### src/rtl/fb_pkg.sv
// Shared types and default sizing for the frame-buffer read-side sequencer.
package fb_pkg;

  localparam int DEF_AW    = 17;
  localparam int DEF_DW    = 16;
  localparam int DEF_H_RES = 160;
  localparam int DEF_V_RES = 120;

  typedef struct packed {
    logic [DEF_DW-1:0] data;
    logic              eol;
    logic              eof;
  } px_entry_t;

  typedef enum logic [1:0] {
    IDLE,
    RUN,
    DRAIN
  } state_e;

endpackage

### src/rtl/fb_skid_fifo.sv
// Two-entry pixel FIFO that absorbs the RAM read latency and downstream back-pressure.
module fb_skid_fifo
  import fb_pkg::*;
(
  input  logic      clk_i,
  input  logic      rst_i,
  input  logic      push_i,
  input  logic      pop_i,
  input  px_entry_t wdata_i,
  output px_entry_t rdata_o,
  output logic [1:0] count_o
);

  px_entry_t  mem_q [2];
  logic       wrPtr_q;
  logic       rdPtr_q;
  logic [1:0] count_q;

  // The issue logic upstream guarantees push never hits a full FIFO.
  always_ff @(posedge clk_i) begin
    if (rst_i) begin
      mem_q[0] <= '0;
      mem_q[1] <= '0;
      wrPtr_q  <= 1'b0;
      rdPtr_q  <= 1'b0;
      count_q  <= 2'd0;
    end else begin
      if (push_i) begin
        mem_q[wrPtr_q] <= wdata_i;
        wrPtr_q        <= ~wrPtr_q;
      end
      if (pop_i) begin
        rdPtr_q <= ~rdPtr_q;
      end
      count_q <= count_q + 2'(push_i) - 2'(pop_i);
    end
  end

  assign rdata_o = mem_q[rdPtr_q];
  assign count_o = count_q;

endmodule

### src/rtl/fb_scan_ctrl.sv
// Walks the frame-buffer read port over one frame and streams pixels with eol/eof markers.
module fb_scan_ctrl
  import fb_pkg::*;
#(
  parameter int     AW    = DEF_AW,
  parameter int     DW    = DEF_DW,
  parameter int     H_RES = DEF_H_RES,
  parameter int     V_RES = DEF_V_RES,
  parameter longint BASE  = 0
) (
  input  logic          clk_i,
  input  logic          rst_i,
  input  logic          start_i,
  output logic          busy_o,
  output logic          done_o,
  output logic [AW-1:0] mem_addr_o,
  output logic          mem_rd_o,
  input  logic [DW-1:0] mem_data_i,
  output logic [DW-1:0] px_data_o,
  output logic          px_valid_o,
  input  logic          px_ready_i,
  output logic          px_eol_o,
  output logic          px_eof_o
);

  localparam int            XW        = (H_RES > 1) ? $clog2(H_RES) : 1;
  localparam int            YW        = (V_RES > 1) ? $clog2(V_RES) : 1;
  localparam longint        LAST_ADDR = BASE + longint'(H_RES) * longint'(V_RES) - 1;
  localparam logic [AW-1:0] BASE_ADDR = AW'(BASE);

  if (LAST_ADDR > ((longint'(1) << AW) - 1)) begin : gBadBase
    $error("fb_scan_ctrl: frame does not fit in the address space");
  end
  if (DW != DEF_DW) begin : gBadWidth
    $error("fb_scan_ctrl: DW must match fb_pkg pixel width");
  end

  state_e         state_q, state_d;
  logic [AW-1:0]  rdAddr_q, rdAddr_d;
  logic [XW-1:0]  x_q, x_d;
  logic [YW-1:0]  y_q, y_d;
  logic           inFlight_q;
  logic           eolDly_q, eofDly_q;

  logic [1:0]     fifoCount;
  px_entry_t      fifoIn, fifoHead;
  logic [2:0]     occupancy;
  logic           pop, issue, curEol, curEof;

  assign curEol    = (x_q == XW'(H_RES - 1));
  assign curEof    = curEol && (y_q == YW'(V_RES - 1));
  assign pop       = px_valid_o && px_ready_i;
  // Slots that will be taken next cycle: stored + landing - leaving.
  assign occupancy = {1'b0, fifoCount} + {2'b00, inFlight_q} - {2'b00, pop};
  assign issue     = (state_q == RUN) && (occupancy < 3'd2);

  always_comb begin
    state_d  = state_q;
    rdAddr_d = rdAddr_q;
    x_d      = x_q;
    y_d      = y_q;
    done_o   = 1'b0;
    case (state_q)
      IDLE: begin
        if (start_i) begin
          state_d  = RUN;
          rdAddr_d = BASE_ADDR;
          x_d      = '0;
          y_d      = '0;
        end
      end
      RUN: begin
        if (issue) begin
          if (curEof) begin
            state_d = DRAIN;
          end else begin
            rdAddr_d = rdAddr_q + AW'(1);
            if (curEol) begin
              x_d = '0;
              y_d = y_q + YW'(1);
            end else begin
              x_d = x_q + XW'(1);
            end
          end
        end
      end
      DRAIN: begin
        if (fifoCount == 2'd0 && !inFlight_q) begin
          done_o   = 1'b1;
          state_d  = IDLE;
          rdAddr_d = BASE_ADDR;
        end
      end
      default: state_d = IDLE;
    endcase
  end

  // Flags travel with the read so they land in the FIFO beside their data.
  always_ff @(posedge clk_i) begin
    if (rst_i) begin
      state_q    <= IDLE;
      rdAddr_q   <= BASE_ADDR;
      x_q        <= '0;
      y_q        <= '0;
      inFlight_q <= 1'b0;
      eolDly_q   <= 1'b0;
      eofDly_q   <= 1'b0;
    end else begin
      state_q    <= state_d;
      rdAddr_q   <= rdAddr_d;
      x_q        <= x_d;
      y_q        <= y_d;
      inFlight_q <= issue;
      if (issue) begin
        eolDly_q <= curEol;
        eofDly_q <= curEof;
      end
    end
  end

  assign fifoIn = '{data: mem_data_i, eol: eolDly_q, eof: eofDly_q};

  fb_skid_fifo uFifo (
    .clk_i   (clk_i),
    .rst_i   (rst_i),
    .push_i  (inFlight_q),
    .pop_i   (pop),
    .wdata_i (fifoIn),
    .rdata_o (fifoHead),
    .count_o (fifoCount)
  );

  assign px_valid_o = (fifoCount != 2'd0);
  assign px_data_o  = fifoHead.data;
  assign px_eol_o   = px_valid_o && fifoHead.eol;
  assign px_eof_o   = px_valid_o && fifoHead.eof;
  assign busy_o     = (state_q != IDLE) && !done_o;
  assign mem_addr_o = rdAddr_q;
  assign mem_rd_o   = issue;

endmodule

### config.mk
export PLATFORM = sky130hd
export DESIGN_NAME = fb_scan_ctrl
export DESIGN_NICKNAME = d
export VERILOG_FILES = /design/src/rtl/fb_pkg.sv /design/src/rtl/fb_skid_fifo.sv /design/src/rtl/fb_scan_ctrl.sv
export SDC_FILE = /design/constraint.sdc
export NUM_CORES = 1
export LEC_CHECK = 0
export ABC_AREA = 1
export CAP_MARGIN = 5
export CORE_MARGIN = 1
export CORE_UTILIZATION = 46
export CTS_CLUSTER_DIAMETER = 30
export CTS_CLUSTER_SIZE = 12
export DETAILED_ROUTE_END_ITERATION = 16
export PLACE_DENSITY = 0.69
export SLEW_MARGIN = 10
export SYNTH_ARGS = -nofsm -noshare
export SYNTH_HDL_FRONTEND = slang
export SYNTH_SLANG_ARGS = --single-unit
### constraint.sdc
create_clock -name clk_i -period 3.05 [get_ports clk_i]
set_clock_uncertainty 0.1 [all_clocks]
set_input_delay 0.305 -clock clk_i [delete_from_list [all_inputs] [get_ports clk_i]]
set_output_delay 0.305 -clock clk_i [all_outputs]
set_load 0.05 [all_outputs]
==> flow_summary.ini, run 1 <==
[status]
status = complete, no violations

[synthesis]
ys_seq_area_share_pct = 48.0
synth-warning-count = 0
syn_inst = 533
ys_types = 35
synth_nets = 559
synth.avg_cell_area_um2 = 7.51
synth.largest_area_cell = edfxtp_1
synth_top_cells_by_area = edfxtp_1, dfxtp_1, nand2_1
netlist.area_leader.share_pct = 27.0
synth-seq-cells = 78
synthesis.area_um2 = 4000

[timing]
rsz0062_at_grt = false
period_needed_ps = 2890
slew-limit-headroom_pct = 63.3
tightest_slew_ps = 546
finalSetupTns_ps = 0
hold_viol = 0
setup_violations = 0
finalCritPeriodShare_pct = 94.7
max_clock_freq_ghz = 0.346
report.final.slew_viol_count = 0
hold-worst-slack_ps = 365

[power_and_ir_drop]
power.density_nw_per_um2 = 887
ir_drop_uv = 410
p_leak_uw = 0.00211

[floorplan]
ios = 59
dieHeight_um = 95.3
die_x_um = 95.3
rows = 33
start_util_pct = 48.2
fp.coreArea_um2 = 8300
dieArea_um2 = 9080

[worst_setup_path]
r2r_slack_ps = 310
max_stage_delay_ps = 340
path_cells = nor2_2 -> inv_1 -> nand2_1 -> inv_1 -> ha_1 -> inv_1 -> ha_1 -> fa_2 -> nand2_1 -> inv_1 -> nor2_2 -> nand2_2 -> nor2_4 -> buf_12
crit_top_cell = inv_1
crit_path_max_fanout = 4
crit_type = flip-flop to output port
crit_slowest_cell = dfxtp_2
cp-start-kind = flip-flop
rr_worst_depth = 16
crit_path_end_kind = output port
crit_required_ps = 2640
arrival_ps = 2480

[cts]
cts_tree = built
clkLatencyLatePin_ps = 350
cts-root-buf = clkbuf_8
clockBufferDepth = 2
numCtsBuffers = 9
path_clk_slew_ps = 80
cts_sinks = 78
htreeDepth = 3

[finish]
final_cell_mix = nand2_1, nor2_1, inv_1
drive_gt1_share_pct = 9.82
final_common_cell = nand2_1
n_antenna_cell = 0
nNetsFinal = 622
register_area_um2 = 1920
areaGrowthSynthToFinish_pct = 23.9
multiInputGateArea_um2 = 1730
fin_cells = 706
fillCellCount = 749

[worst_hold_path]
min_path_cells = 1
hold_path.class = flip-flop to flip-flop

[global_route]
grt_usage_pct = 20.1
grt_busiest_layer = met2
grt_max_degree = 24
grt_pass1_wl_mm = 14.1
grt_overflow = 0
grt_pass1_vias = 3189
use_met1_pct = 24.4
grt_use_met3_pct = 2.95
grt_antenna_before_repair = 0
grtUsageMet2_pct = 35.4

[route]
ant_nets = 0
drc_errors = 0
wirelength_mm = 8.66
first_iter_violations = 142
avgRoutedWirePerCell_um = 12.3
vias = 3467
dr.pass1.iters = 4
via_per_inst = 4.91

[place]
routabilityCongestion = 0.878
dp_cells = 689
place_hpwl_mm = 5.93
port_buffers = 58

[job]
cap_violations = 0
==> sequential cells by signal, summed over array words and instances, names as in the netlist, named ones only <==
| register | count |
|---|---|
| eofDly_q | 1 |
| state_q | 2 |
| uFifo.mem_q | 36 |
| uFifo.rdPtr_q | 1 |
| mem_addr_o | 17 |
| uFifo.count_o | 2 |
| inFlight_q | 1 |
| uFifo.wrPtr_q | 1 |
| x_q | 8 |
| eolDly_q | 1 |
| y_q | 7 |
==> cell type report <==
| class | instances | area share, % |
|---|---|---|
| Multi-Input combinational cell | 368 | 34.9 |
| Tap cell | 105 | 2.65 |
| Sequential cell | 78 | 38.8 |
| Clock inverter | 4 | 1.56 |
| Inverter | 71 | 5.37 |
| Timing Repair Buffer | 68 | 13.4 |
| Clock buffer | 12 | 3.35 |
==> layer usage <==
metal | share of wire [%] | routed length, µm
met3 | 4.9 | 428
met4 | 0.57 | 49
met5 | 0 | 0
met2 | 50 | 4370
met1 | 44 | 3810
==> critical path: cells and delay by family (launching register included) <==
kind,cells,cell delay (ps)
AND/OR/NAND/NOR,6,620
buffers and inverters,5,380
flip-flops,1,340
adder cells (fa/ha/maj),3,800
==> report_power, final <==
part,switching [µW],leakage (µW),internal (µW)
sequential,95.6,0.000714,1250
combinational,1470,0.00128,660
clock,389,0.000122,537
total,1950,0.00211,2450
==> final timing paths <==
check	startpoint	end
min reg2reg	uFifo.rdPtr_q$_SDFFE_PP0P_	flip-flop
max reg2reg	uFifo.count_o[1]$_SDFF_PP0_	y_q[1]$_SDFFE_PP0P_
max	uFifo.count_o[1]$_SDFF_PP0_	mem_rd_o
min	uFifo.rdPtr_q$_SDFFE_PP0P_	flip-flop
==> Yosys cell counts <==
cell type	n
nand2_1	163
nor2_1	86
inv_1	66
dfxtp_1	42
edfxtp_1	36
a21oi_1	30
nand3_1	21
o21ai_0	9
clkbuf_1	8
nand2_2	8
nor3_1	7
nor2_2	6
xor2_1	6
ha_1	5
nand4_1	5
buf_6	4
inv_2	4
buf_2	3
nand3_2	3
a21oi_2	2
nand2_4	2
nor2_4	2
nor3b_1	2
o21ai_1	2
a211oi_1	1
buf_4	1
clkinv_1	1
fa_1	1
nand3_4	1
nand3b_1	1
nand4_2	1
o21a_1	1
o21bai_1	1
o31ai_1	1
xnor2_1	1
==> metrics by stage <==
stage / instance area [µm²] / setup slack [ps] / utilization [%] / power (µW)
3_3_place_gp: 4700 / 75.4 / 56.6 / 3420
6_report: 4960 / 161 / 59.8 / 4400
5_1_grt: 4960 / 24.4 / 59.8 / 4670
3_5_place_dp: 4700 / 43.4 / 56.6 / 3470
2_1_floorplan: 4010 / 140 / - / 2940
4_1_cts: 4940 / 54.9 / 59.6 / 4390
==> cell families (layout without fill, tap and decap cells) <==
kind of cell,after synthesis,after routing,synth area share [%]
xor+xnor,7,7,1.53
flops,78,78,48.0
compound gates,47,47,6.31
buf+inv,87,155,9.09
simple gates,308,308,33.0
fa+ha+maj,6,6,2.06
==> timing repair <==
item                                    in CTS  in global routing
resized for setup                            0                  4
hold buffers                                 0                  0
setup buffers                                0                  1
endpoints found under the setup margin       0                  1
No activity file was read; power rests on OpenSTA's default activity.
==> run 2: changes to the inputs <==
Settings changed: DONT_BUFFER_PORTS from default to 1, PLACE_DENSITY 0.69 to default.
==> run 2 against run 1 <==
Net effect:
- first-iteration DRC count increased by 11%
- sequential power about the same
- clock power increased by 1%
- cell count decreased by 7.5%
- routed wire length decreased by 3.8%
- hold slack got worse by 350 ps
- count of clock-buffer cells in the layout decreased by 1
- largest cell class unchanged
- highest routed layer unchanged
==> flow_summary.ini, run 2 (same netlist as run 1, synthesis figures left out) <==
[finish]
largest_register_ffs = 36
drive_gt1_share_pct = 10.9
final_cell_mix = nand2_1, nor2_1, inv_1
fillCellCount = 789
nNetsFinal = 569
top_register = uFifo.mem_q
final_common_cell = nand2_1
areaGrowthSynthToFinish_pct = 10.2
n_antenna_cell = 0

[cts]
clkLatencyLatePin_ps = 350
path_clk_slew_ps = 80
cts-root-buf = clkbuf_8
cts_tree = built
clockBufferDepth = 2
cts_sinks = 78
htreeDepth = 3
numCtsBuffers = 9

[power_and_ir_drop]
ir_drop_uv = 432
power.density_nw_per_um2 = 954
p_total_uw = 4210
p_leak_uw = 0.00191

[route]
via_per_inst = 4.95
wirelength_mm = 8.33
drc_errors = 0
dr.pass1.iters = 5
avgRoutedWirePerCell_um = 12.8
first_iter_violations = 157
vias = 3235
ant_nets = 0

[timing]
max_clock_freq_ghz = 0.350
finalSetupTns_ps = 0
report.final.slew_viol_count = 0
finalCritPeriodShare_pct = 93.8
tightest_slew_ps = 896
setup_slack_ps = 190
setup_violations = 0
period_needed_ps = 2860
slew-limit-headroom_pct = 40.1
rsz0062_at_grt = false
hold_viol = 0

[global_route]
grt_max_degree = 22
grt_usage_pct = 19.5
grt_pass1_vias = 2932
grt_antenna_before_repair = 0
grt_overflow = 0
grt_pass1_wl_mm = 13.7

[worst_hold_path]
hold_path.class = input pin to flip-flop
worstHoldStart = rst_i

[place]
routabilityCongestion = 0.814
place_hpwl_mm = 5.54
port_buffers = 0
post-place-ws_ps = 246

[floorplan]
dieHeight_um = 95.3
rows = 33
ios = 59
start_util_pct = 48.2
dieArea_um2 = 9080
fp.coreArea_um2 = 8300
die_x_um = 95.3

[worst_setup_path]
crit_start = uFifo.count_o[0]$_SDFF_PP0_
crit_path_end_kind = output port
path_cells = nor2_2 -> inv_1 -> nand2_1 -> inv_1 -> ha_1 -> inv_1 -> ha_1 -> fa_2 -> nand2_1 -> inv_1 -> nor2_2 -> nand2_2 -> nor2_4 -> buf_8
arrival_ps = 2460
crit_buf_inv = 5
crit_top_cell = inv_1
critical-path-top-delay-family = adder cells
crit_type = flip-flop to output port
crit_path_max_fanout = 5
crit_required_ps = 2640
max_stage_delay_ps = 330
r2r_slack_ps = 340
crit_slowest_cell = dfxtp_1
cp-start-kind = flip-flop
regToRegStartpoint = uFifo.count_o[0]$_SDFF_PP0_

[status]
status = complete, no violations

[job]
cap_violations = 0
-- run 2: final cells by class --
class | count | area [µm²] | share of cell area (%)
clock inverter | 5 | 106 | 2.41
timing repair buffer | 15 | 123 | 2.78
tap | 105 | 131 | 2.98
inverter | 71 | 267 | 6.04
sequential | 78 | 1920 | 43.6
clock buffer | 11 | 131 | 2.98
multi-input combinational | 368 | 1730 | 39.2
-- run 2: worst min-delay path, delay by kind of cell --
kind / cells / cell delay (ps)
buffers and inverters: 1 / 40
AOI/OAI and AO/OA: 2 / 80
-- run 2: worst paths after layout --
| kind | to | cells past startpoint |
|---|---|---|
| worst min-delay path | eolDly_q$_SDFFE_PP0P_ | 3 |
| worst min register to register | uFifo.rdPtr_q$_SDFFE_PP0P_ | 1 |
| worst max register to register | y_q[1]$_SDFFE_PP0P_ | 16 |
| worst max-delay path | mem_rd_o | 14 |
-- run 2: power by group --
group          internal, µW  leakage, µW  switching [µW]
Combinational           493      0.00109            1450
Sequential             1250     0.000714            84.7
Clock                   548     0.000114             386
-- run 2: stage by stage --
step / instances / hold slack, ps / area, µm² / utilization [%]
finish: 653 / 16.2 / 4410 / 53.1
global placement: 635 / 274 / 4140 / 49.9
global route: 653 / 34.6 / 4410 / 53.1
detailed placement: 635 / 275 / 4140 / 49.9
CTS: 652 / 5.96 / 4390 / 52.9
floorplan: 533 / 326 / 4010 / -
-- run 2: per-layer routing --
metal | vias to the layer above | GRT usage (%) | share of wire, %
met3 | 9 | 3.75 | 5.3
met1 | 1463 | 24.9 | 46
met2 | 70 | 32.7 | 47
met5 | - | 0 | 0
li1 | 1693 | - | -
met4 | 0 | 6.94 | 1.0
-- run 2: repair_timing --
action | 4_1_cts | 5_1_grt
buffers inserted | 0 | 1
endpoints found under the hold margin | 20 | 0
endpoints found under the setup margin | 0 | 21
gates resized for setup | 0 | 5
hold buffers | 1 | 0
==> run 3: changes to the inputs <==
Settings changed: CORE_MARGIN 1 to 2.
==> run 3 against run 2 <==
Net effect:
- total power fell by 3.5%
- first-iteration DRC count shrank 27%
- sequential share of layout area up 0.090 points
- utilization shrank 1.9 points
- critical endpoint unchanged
- largest cell class unchanged
- highest routed layer unchanged
==> flow_summary.ini, run 3 (same netlist as run 1, synthesis figures left out) <==
[status]
status = complete, no violations

[global_route]
grt_pass1_wl_mm = 14.3
grt_pass1_vias = 3108
grt_usage_pct = 18.4
grt_max_degree = 22
grt_overflow = 0
grt_antenna_before_repair = 0

[timing]
setup_violations = 0
max_clock_freq_ghz = 0.345
hold_viol = 0
report.final.slew_viol_count = 0
setup_slack_ps = 154
slew-limit-headroom_pct = 42.1
finalCritPeriodShare_pct = 94.9
tightest_slew_ps = 866
finalSetupTns_ps = 0
period_needed_ps = 2900

[place]
port_buffers = 0
place_hpwl_mm = 5.68
routabilityCongestion = 0.825
post-place-ws_ps = 220

[finish]
n_antenna_cell = 0
final_common_cell = nand2_1
areaGrowthSynthToFinish_pct = 10.0
top_register = uFifo.mem_q
register_area_um2 = 1920
final_cell_mix = nand2_1, nor2_1, inv_1
multiInputGateArea_um2 = 1730
largest_register_ffs = 36
fillCellCount = 867
drive_gt1_share_pct = 11.4
nNetsFinal = 573

[cts]
cts_tree = built
clkLatencyLatePin_ps = 350
cts-root-buf = clkbuf_8
path_clk_slew_ps = 90
cts_sinks = 78
numCtsBuffers = 9
htreeDepth = 3
clockBufferDepth = 2

[floorplan]
start_util_pct = 46.6
fp.coreArea_um2 = 8590
dieHeight_um = 97.3
rows = 34
ios = 59
die_x_um = 97.3
dieArea_um2 = 9470

[worst_setup_path]
crit_path_end_kind = output port
crit_type = flip-flop to output port
arrival_ps = 2490
cp-start-kind = flip-flop
crit_path_max_fanout = 4
crit_required_ps = 2640

[route]
ant_nets = 0
avgRoutedWirePerCell_um = 12.6
vias = 3240
first_iter_violations = 115
via_per_inst = 4.91
dr.pass1.iters = 5
drc_errors = 0
wirelength_mm = 8.34

[power_and_ir_drop]
seq_power_share_pct = 32.9
switching_share_pct = 47.5
ir_drop_uv = 409
netSwitchingPower_uw = 1930
power.density_nw_per_um2 = 922
combPwrFrac_pct = 47.8
pwr-share-clk_pct = 19.3
p_int_uw = 2130
p_leak_uw = 0.00191

[worst_hold_path]
hold_path.class = input pin to flip-flop

[job]
cap_violations = 0
[run 3: what timing repair did]
item / 4_1_cts / 5_1_grt
setup buffers: 0 / 2
resized for setup: 0 / 4
endpoints found under the setup margin: 0 / 1
hold buffers: 2 / 0
hold endpoints to repair: 20 / 0
[run 3: worst max-delay path, stage by stage, from the launching register on]
cell,delay (ps)
dfxtp_2,340
nor2_2,120
inv_1,60
nand2_1,50
inv_1,60
ha_1,270
inv_1,40
ha_1,180
fa_1,380
nand2_1,80
inv_1,40
nor2_1,100
nand2_2,100
nor2_4,160
buf_8,170
[run 3: through the flow]
| step | total power [µW] | cell area (µm²) | hold slack (ps) | util (%) | instances |
|---|---|---|---|---|---|
| 3_5_place_dp | 3250 | 4160 | 274 | 48.4 | 640 |
| 5_1_grt | 4340 | 4400 | 11.8 | 51.3 | 660 |
| 4_1_cts | 4040 | 4380 | 11.1 | 50.9 | 658 |
| 2_1_floorplan | 2940 | 4010 | 326 | - | 533 |
| 3_3_place_gp | 3220 | 4160 | 272 | 48.4 | 640 |
| 6_report | 4060 | 4400 | 19.7 | 51.3 | 660 |
[run 3: per-layer routing]
layer	track usage, %	routed length [µm]	vias to the layer above
li1	-	-	1692
met1	23.3	3820	1478
met2	31.0	4040	63
met3	3.81	378	7
met4	7.05	95	0
met5	0	0	-
[run 3: power by group through the flow]
stage | clock, µW | combinational [µW] | sequential (µW)
after detailed placement | 0 | 1890 | 1360
after floorplan | 0 | 1570 | 1370
after CTS | 800 | 1900 | 1340
after global routing | 847 | 2140 | 1360
after global placement | 0 | 1860 | 1360
final | 785 | 1940 | 1340
[run 3: final cells by class]
type,count,share of cell area (%)
multi-input cells,368,39.2
clock inverters,6,1.62
repair buffers,19,3.52
clock buffers,10,2.90
flip-flops and latches,78,43.7
well taps,108,3.07
inverters,71,6.05
[run 3: final timing paths]
check | from | depth (start not counted) | slack [ps] | endpoint
min reg2reg | uFifo.rdPtr_q$_SDFFE_PP0P_ | 1 | 370 | flip-flop
min | rst_i | 3 | 20 | mem_addr_o[15]$_SDFFE_PP0P_
max | uFifo.count_o[1]$_SDFF_PP0_ | 14 | 150 | mem_rd_o
max reg2reg | uFifo.count_o[1]$_SDFF_PP0_ | 17 | 290 | mem_addr_o[6]$_SDFFE_PP0P_
